[src/rtl/pw_fault_supervisor_if.sv]
// ---------------------------------------------------------------------------
// pw_fault_supervisor_if
//   Control/status bundle between the pulse-width fault supervisor and its
//   surroundings: the width-checker result strobes, the system control inputs
//   and the status outputs.
//   master : drives enable / res_valid / res_ok / fault_clr, observes status
//   slave  : the supervisor; consumes the inputs, drives chk_rst / running /
//            fault / fault_cause / pass_cnt / fail_cnt
// ---------------------------------------------------------------------------
interface pw_fault_supervisor_if #(
   parameter int CNT_BITS = 16
);
   logic                enable;
   logic                res_valid;
   logic                res_ok;
   logic                fault_clr;
   logic                chk_rst;
   logic                running;
   logic                fault;
   logic [1:0]          fault_cause;
   logic [CNT_BITS-1:0] pass_cnt;
   logic [CNT_BITS-1:0] fail_cnt;

   modport master (
      output enable, res_valid, res_ok, fault_clr,
      input  chk_rst, running, fault, fault_cause, pass_cnt, fail_cnt
   );

   modport slave (
      input  enable, res_valid, res_ok, fault_clr,
      output chk_rst, running, fault, fault_cause, pass_cnt, fail_cnt
   );
endinterface

[src/rtl/pw_fault_supervisor.sv]
// ---------------------------------------------------------------------------
// pw_fault_supervisor
//   Sequences a pulse-width checking engine (holds it in reset, arms it for
//   ARM_CYCLES cycles, then lets it run) and supervises its per-pulse result
//   strobes. A fault is latched after FAIL_LIMIT consecutive violations or
//   after TIMEOUT cycles in RUN without any result.
// Ports
//   i_clk   : system clock
//   i_rst   : synchronous active-high reset
//   bus     : slave side of pw_fault_supervisor_if
//             in : enable, res_valid, res_ok, fault_clr
//             out: chk_rst, running, fault, fault_cause[1:0],
//                  pass_cnt[CNT_BITS-1:0], fail_cnt[CNT_BITS-1:0]
// All outputs come straight from flops.
// ---------------------------------------------------------------------------
module pw_fault_supervisor #(
   parameter int FAIL_LIMIT = 3,
   parameter int TIMEOUT    = 1000,
   parameter int ARM_CYCLES = 4,
   parameter int CNT_BITS   = 16
) (
   input  logic                  i_clk,
   input  logic                  i_rst,
   pw_fault_supervisor_if.slave  bus
);
   localparam int CW = $clog2(FAIL_LIMIT + 1);
   localparam int WW = $clog2(TIMEOUT);
   localparam int AW = (ARM_CYCLES > 1) ? $clog2(ARM_CYCLES) : 1;

   localparam logic [CW-1:0]       CONSEC_MAX = CW'(FAIL_LIMIT);
   localparam logic [CW-1:0]       CONSEC_TRIP = CW'(FAIL_LIMIT - 1);
   localparam logic [WW-1:0]       WD_LAST = WW'(TIMEOUT - 1);
   localparam logic [AW-1:0]       ARM_LAST = AW'(ARM_CYCLES - 1);
   localparam logic [CNT_BITS-1:0] CNT_MAX = '1;

   localparam logic [1:0] CAUSE_NONE   = 2'b00;
   localparam logic [1:0] CAUSE_CONSEC = 2'b01;
   localparam logic [1:0] CAUSE_TMO    = 2'b10;

   typedef enum logic [1:0] {S_IDLE, S_ARM, S_RUN, S_FAULT} state_t;

   state_t              r_state, w_state_nxt;
   logic [1:0]          r_cause, w_cause_nxt;
   logic                r_chk_rst, r_running, r_fault;
   logic [CNT_BITS-1:0] r_pass, r_fail;
   logic [CW-1:0]       r_consec;
   logic [WW-1:0]       r_wd;
   logic [AW-1:0]       r_arm;

   logic w_enter_arm, w_arm_inc, w_pass_inc, w_fail_inc, w_wd_clr, w_wd_inc;

   // State register
   always_ff @(posedge i_clk) begin
      if (i_rst) r_state <= S_IDLE;
      else       r_state <= w_state_nxt;
   end

   // Next state and datapath controls
   always_comb begin
      w_state_nxt = r_state;
      w_cause_nxt = r_cause;
      w_enter_arm = 1'b0;
      w_arm_inc   = 1'b0;
      w_pass_inc  = 1'b0;
      w_fail_inc  = 1'b0;
      w_wd_clr    = 1'b0;
      w_wd_inc    = 1'b0;
      case (r_state)
         S_IDLE: begin
            if (bus.enable) begin
               w_state_nxt = S_ARM;
               w_enter_arm = 1'b1;
            end
         end
         S_ARM: begin
            if (!bus.enable)          w_state_nxt = S_IDLE;
            else if (r_arm == ARM_LAST) w_state_nxt = S_RUN;
            else                       w_arm_inc = 1'b1;
         end
         S_RUN: begin
            // Dropping enable wins over a coincident result strobe.
            if (!bus.enable) begin
               w_state_nxt = S_IDLE;
            end else if (bus.res_valid) begin
               // A result in the terminal watchdog cycle still rescues it.
               w_wd_clr = 1'b1;
               if (bus.res_ok) begin
                  w_pass_inc = 1'b1;
               end else begin
                  w_fail_inc = 1'b1;
                  if (r_consec >= CONSEC_TRIP) begin
                     w_state_nxt = S_FAULT;
                     w_cause_nxt = CAUSE_CONSEC;
                  end
               end
            end else if (r_wd == WD_LAST) begin
               w_state_nxt = S_FAULT;
               w_cause_nxt = CAUSE_TMO;
            end else begin
               w_wd_inc = 1'b1;
            end
         end
         S_FAULT: begin
            // Only fault_clr leaves FAULT; enable merely picks the target.
            if (bus.fault_clr) begin
               w_cause_nxt = CAUSE_NONE;
               if (bus.enable) begin
                  w_state_nxt = S_ARM;
                  w_enter_arm = 1'b1;
               end else begin
                  w_state_nxt = S_IDLE;
               end
            end
         end
         default: w_state_nxt = S_IDLE;
      endcase
   end

   // Registered outputs, decoded from the next state so they line up with it
   always_ff @(posedge i_clk) begin
      if (i_rst) begin
         r_chk_rst <= 1'b1;
         r_running <= 1'b0;
         r_fault   <= 1'b0;
         r_cause   <= CAUSE_NONE;
      end else begin
         r_chk_rst <= (w_state_nxt != S_RUN);
         r_running <= (w_state_nxt == S_RUN);
         r_fault   <= (w_state_nxt == S_FAULT);
         r_cause   <= w_cause_nxt;
      end
   end

   // Statistics, consecutive-fail counter, watchdog and arm timer
   always_ff @(posedge i_clk) begin
      if (i_rst) begin
         r_pass   <= '0;
         r_fail   <= '0;
         r_consec <= '0;
         r_wd     <= '0;
         r_arm    <= '0;
      end else if (w_enter_arm) begin
         r_pass   <= '0;
         r_fail   <= '0;
         r_consec <= '0;
         r_wd     <= '0;
         r_arm    <= '0;
      end else begin
         if (w_arm_inc) r_arm <= r_arm + 1'b1;
         if (w_pass_inc) begin
            if (r_pass != CNT_MAX) r_pass <= r_pass + 1'b1;
            r_consec <= '0;
         end
         if (w_fail_inc) begin
            if (r_fail != CNT_MAX)      r_fail   <= r_fail + 1'b1;
            if (r_consec != CONSEC_MAX) r_consec <= r_consec + 1'b1;
         end
         if (w_wd_clr)      r_wd <= '0;
         else if (w_wd_inc) r_wd <= r_wd + 1'b1;
      end
   end

   assign bus.chk_rst     = r_chk_rst;
   assign bus.running     = r_running;
   assign bus.fault       = r_fault;
   assign bus.fault_cause = r_cause;
   assign bus.pass_cnt    = r_pass;
   assign bus.fail_cnt    = r_fail;

endmodule

[src/flat_wrapper.sv]
// flat-port wrapper written by rule: the top's interface ports become plain ports
module pw_fault_supervisor_flat 
#(
   parameter int FAIL_LIMIT = 3,
   parameter int TIMEOUT    = 1000,
   parameter int ARM_CYCLES = 4,
   parameter int CNT_BITS   = 16
)
  (i_clk, i_rst, bus_enable, bus_res_valid, bus_res_ok, bus_fault_clr, bus_chk_rst, bus_running, bus_fault, bus_fault_cause, bus_pass_cnt, bus_fail_cnt);
  pw_fault_supervisor_if #(.CNT_BITS(CNT_BITS)) bus_i ();
  input  logic i_clk;
  input  logic i_rst;
  input wire logic [$bits(bus_i.enable)-1:0] bus_enable;
  input wire logic [$bits(bus_i.res_valid)-1:0] bus_res_valid;
  input wire logic [$bits(bus_i.res_ok)-1:0] bus_res_ok;
  input wire logic [$bits(bus_i.fault_clr)-1:0] bus_fault_clr;
  output wire logic [$bits(bus_i.chk_rst)-1:0] bus_chk_rst;
  output wire logic [$bits(bus_i.running)-1:0] bus_running;
  output wire logic [$bits(bus_i.fault)-1:0] bus_fault;
  output wire logic [$bits(bus_i.fault_cause)-1:0] bus_fault_cause;
  output wire logic [$bits(bus_i.pass_cnt)-1:0] bus_pass_cnt;
  output wire logic [$bits(bus_i.fail_cnt)-1:0] bus_fail_cnt;
  assign bus_i.enable = bus_enable;
  assign bus_i.res_valid = bus_res_valid;
  assign bus_i.res_ok = bus_res_ok;
  assign bus_i.fault_clr = bus_fault_clr;
  assign bus_chk_rst = bus_i.chk_rst;
  assign bus_running = bus_i.running;
  assign bus_fault = bus_i.fault;
  assign bus_fault_cause = bus_i.fault_cause;
  assign bus_pass_cnt = bus_i.pass_cnt;
  assign bus_fail_cnt = bus_i.fail_cnt;
  pw_fault_supervisor #(.FAIL_LIMIT(FAIL_LIMIT), .TIMEOUT(TIMEOUT), .ARM_CYCLES(ARM_CYCLES), .CNT_BITS(CNT_BITS)) u_core (.i_clk(i_clk), .i_rst(i_rst), .bus(bus_i));
endmodule
[config.mk]
export PLATFORM = sky130hd
export DESIGN_NAME = pw_fault_supervisor_flat
export DESIGN_NICKNAME = d
export VERILOG_FILES = /design/src/rtl/pw_fault_supervisor_if.sv /design/src/rtl/pw_fault_supervisor.sv /design/src/flat_wrapper.sv
export SDC_FILE = /design/constraint.sdc
export NUM_CORES = 1
export LEC_CHECK = 0
export BUFFER_PORTS_ARGS = -buffer_cell sky130_fd_sc_hd__buf_4
export CORE_ASPECT_RATIO = 0.7
export CORE_MARGIN = 10
export CORE_UTILIZATION = 55
export DETAILED_ROUTE_END_ITERATION = 16
export PLACE_DENSITY = 0.78
export SETUP_SLACK_MARGIN = 0.1
export SLEW_MARGIN = 0
export SYNTH_ARGS = -nofsm -noshare
export SYNTH_HDL_FRONTEND = slang
export SYNTH_SLANG_ARGS = --single-unit
export TNS_END_PERCENT = 5
[constraint.sdc]
create_clock -name i_clk -period 2.9 [get_ports i_clk]
set_clock_uncertainty 0.05 [all_clocks]
set_input_delay 0.145 -clock i_clk [delete_from_list [all_inputs] [get_ports i_clk]]
set_output_delay 0.145 -clock i_clk [all_outputs]
set_load 0.1 [all_outputs]
==> run summary <==
Die area = 8265 µm²
Sw Ratio = 0.2279
Async SR Flop Fraction = 0
Crit-path max FO = 11
Initial antenna violation count = 0
Wire per inst = 13.98 µm
Worst reg2reg path endpoint = u_core.bus.fail_cnt[15]$_SDFFE_PP0P_
Setup violators final = 0
Slew Viols, Final = 0
DRT Pass-1 Iters = 4
Critical Path Sink = u_core.bus.fail_cnt[15]$_SDFFE_PP0P_
Worst slew pin tran = 0.6434 ns
Die span in y = 79.12 µm
Synth Flop Type = dfxtp_1
Cell family contributing the most delay on the critical path = simple AND/OR/NAND/NOR gates
Crit path cell chain = inv_1 > ha_1 > nand4b_1 > nor4_1 > nand3_1 > xor2_1 > nor2_1
Power Internal = 0.9236 mW
Vias in the first global route = 2234
Io pins = 43
Routability congestion estimate = 0.8323
Final Critical Period = 2.280 ns
Static Leakage = 1.218 nW
Fmax = 438.5 MHz
Post-CTS setup buffer count = 0
Worst Setup Path Type = flip-flop to flip-flop
Clock Tree Buf Depth = 2
Post-synth top area cell = dfxtp_1
Max_cap viols = 0
CP arrival = 2.40 ns
Crit path buf inv count = 1
Clock Tree Root = clkbuf_8
R2R depth = 7
P&R area growth vs syn = 15.76%
Post-DR vias/cell = 5.585
Yosys reg bits = 53
Yosys warning count = 0
Synthesized cell area = 2746 µm²
Vias = 2424
Max stage delay on crit path = 0.50 ns
R2r setup slk = 0.62 ns
CTS tree = built
Number of synthesized flops with an enable pin = 0
Seq pwr share = 0.613
Fin. Hold Viols = 0
Post-route ant nets = 0
Row Count = 21
Largest net degree at the start of global routing = 19
Post-CTS sizing = 0
WL final = 6069 µm
DRC Markers = 0
Syn avg cell area = 8.529 µm²
Unrepaired setup endpoints after global routing = false
Cells after synthesis = 322
Initial DRC Count = 118
Gr usage total = 0.1456
CTS Sinks = 53
Clock power frac = 0.333
Layout cell share with drive strength beyond 1 = 0.1616
ANT cells = 0
P_sw = 0.2725 mW
H-tree lvl count = 2
Final #Nets = 381
Latest clock arrival within the worst-skew pair = 0.30 ns
Syn Nets = 339
Reg clk slew, reported paths = 0.09 ns
GRT overflow = 0
Cts bufs inserted = 5
Core Box Area = 4808 µm²
Worst vdd ir = 0.2893 mV
CP startpoint = u_core.r_state[0]$_SDFF_PP0_
Die width = 104.5 µm
Synth cell types = 52
Top cells by area, synth = dfxtp_1 (39%), nor2_1 (6.7%), xor2_1 (6.7%)
Reg-to-reg startpoint = u_core.r_state[0]$_SDFF_PP0_
Initial Util = 0.5712
PwrDens = 376.2 nW/µm²
Slew headroom = 0.5711
Run status = finished, final reports clean
Fin Setup TNS = 0 ns
Seq/Total Area, Yosys = 0.3863
Synth top area share = 0.3863
HP Class = input port to flip-flop
# port buffers = 42
Critical path's slowest cell = nor4_1
Critical Path Stages = 7
WHS = 0.2264 ns
Final core utilization = 0.6612
Crit end category = flip-flop
Final Power = 1.196 mW
Critical Path RT = 3.02 ns
HPWL after DPL = 4548 µm
Period utilization = 0.7864
CP startpoint kind = flip-flop
First-pass GRT wire length = 10450 µm
Logic pwr share = 0.054
[cell families (layout without fill, tap and decap cells)]
family / after synthesis / count (layout) / share of synthesized area
compound gates: 56 / 56 / 0.1312
xor+xnor: 30 / 30 / 0.09567
fa+ha+maj: 11 / 11 / 0.05011
buf+inv: 18 / 61 / 0.03781
flops: 53 / 53 / 0.3863
mux: 1 / 1 / 0.003645
simple gates: 153 / 153 / 0.2952
[per-stage QoR]
stage                     instance area, µm²  setup slack [ns]  instances
after floorplan                         2746            0.3265        322
after global placement                  3089            0.7696        425
after detailed placement                3089            0.6859        425
after CTS                               3179            0.6178        434
after global routing                    3179            0.2788        434
final                                   3179            0.6196        434
[worst register-to-register path: cells and delay by family (launching register included)]
| family | cells | cell delay (ns) |
|---|---|---|
| AND/OR/NAND/NOR | 4 | 0.99 |
| adder cells (fa/ha/maj) | 1 | 0.44 |
| flip-flops | 1 | 0.38 |
| XOR/XNOR | 1 | 0.16 |
| buffers and inverters | 1 | 0.13 |
[registers in the layout, indices dropped and copies added (netlist names)]
name / cells
u_core.bus.fault_cause: 2
u_core.bus.fault: 1
u_core.r_state: 2
u_core.bus.running: 1
u_core.r_wd: 10
u_core.bus.pass_cnt: 16
u_core.bus.chk_rst: 1
u_core.r_consec: 2
u_core.bus.fail_cnt: 16
u_core.r_arm: 2
[power by group through the flow]
stage	sequential, mW	combinational (mW)	clock (mW)
finish	0.733	0.0650	0.398
global route	0.734	0.0732	0.444
CTS	0.733	0.0652	0.410
detailed placement	0.750	0.0635	0
global placement	0.749	0.0628	0
floorplan	0.749	0.0487	0
[routing by layer]
| layer | vias up | global-route usage | part of all wire |
|---|---|---|---|
| met2 | 53 | 0.2309 | 0.45 |
| li1 | 1239 | - | - |
| met5 | - | 0 | 0 |
| met3 | 6 | 0.05000 | 0.059 |
| met1 | 1126 | 0.1857 | 0.48 |
| met4 | 0 | 0.03740 | 0.010 |
[worst min path at each step]
stage / start / end / slack (ns) / cells after the start
6_report: bus_enable / u_core.r_state[1]$_SDFF_PP0_ / 0.23 / 3
5_1_grt: bus_enable / u_core.r_state[1]$_SDFF_PP0_ / 0.24 / 3
3_3_place_gp: i_rst / u_core.bus.fault_cause[0]$_SDFFE_PP0P_ / 0.31 / 2
2_1_floorplan: i_rst / u_core.bus.fault_cause[0]$_SDFFE_PP0P_ / 0.16 / 1
3_5_place_dp: i_rst / u_core.bus.fault_cause[1]$_SDFFE_PP0P_ / 0.32 / 2
4_1_cts: bus_res_ok / u_core.r_consec[1]$_SDFF_PP0_ / 0.22 / 4
[cell type report]
| cell class | instances | area (µm²) |
|---|---|---|
| Fill cell | 427 | 1629 |
| Multi-Input combinational cell | 251 | 1582 |
| Sequential cell | 53 | 1061 |
| Timing Repair Buffer | 45 | 340.3 |
| Tap cell | 69 | 86.33 |
| Clock buffer | 8 | 80.08 |
| Inverter | 8 | 30.03 |
[cell usage in the layout (no fill, tap or decap), drive strengths merged, types with 5 or more instances in the layout]
cell type / instances
o21ai: 15
xnor2: 9
nor2: 50
buf: 44
nand2: 25
or3: 5
and3: 10
inv: 8
o211ai: 7
a21oi: 17
xor2: 21
nor4: 5
nor3: 8
nand4: 11
and4: 5
dfxtp: 53
clkbuf: 8
ha: 11
nand3: 19
[cell usage after synthesis, types with 3 or more instances]
cell type / count
dfxtp_1: 53
nor2_1: 49
nand2_1: 25
xor2_1: 21
nand3_1: 18
a21oi_1: 17
o21ai_0: 12
ha_1: 11
and3_1: 10
nand4_1: 9
xnor2_1: 9
inv_1: 8
nor3_1: 7
o211ai_1: 7
and4_1: 5
or3_1: 5
buf_6: 4
nor4_1: 4
clkbuf_1: 3
nand4b_1: 3
o2111ai_1: 3
[timing repair]
item	4_1_cts	5_1_grt
hold buffers	1	0
endpoints found under the hold margin	2	0
endpoints found under the setup margin	0	0
Power figures use the tool's default switching activity.
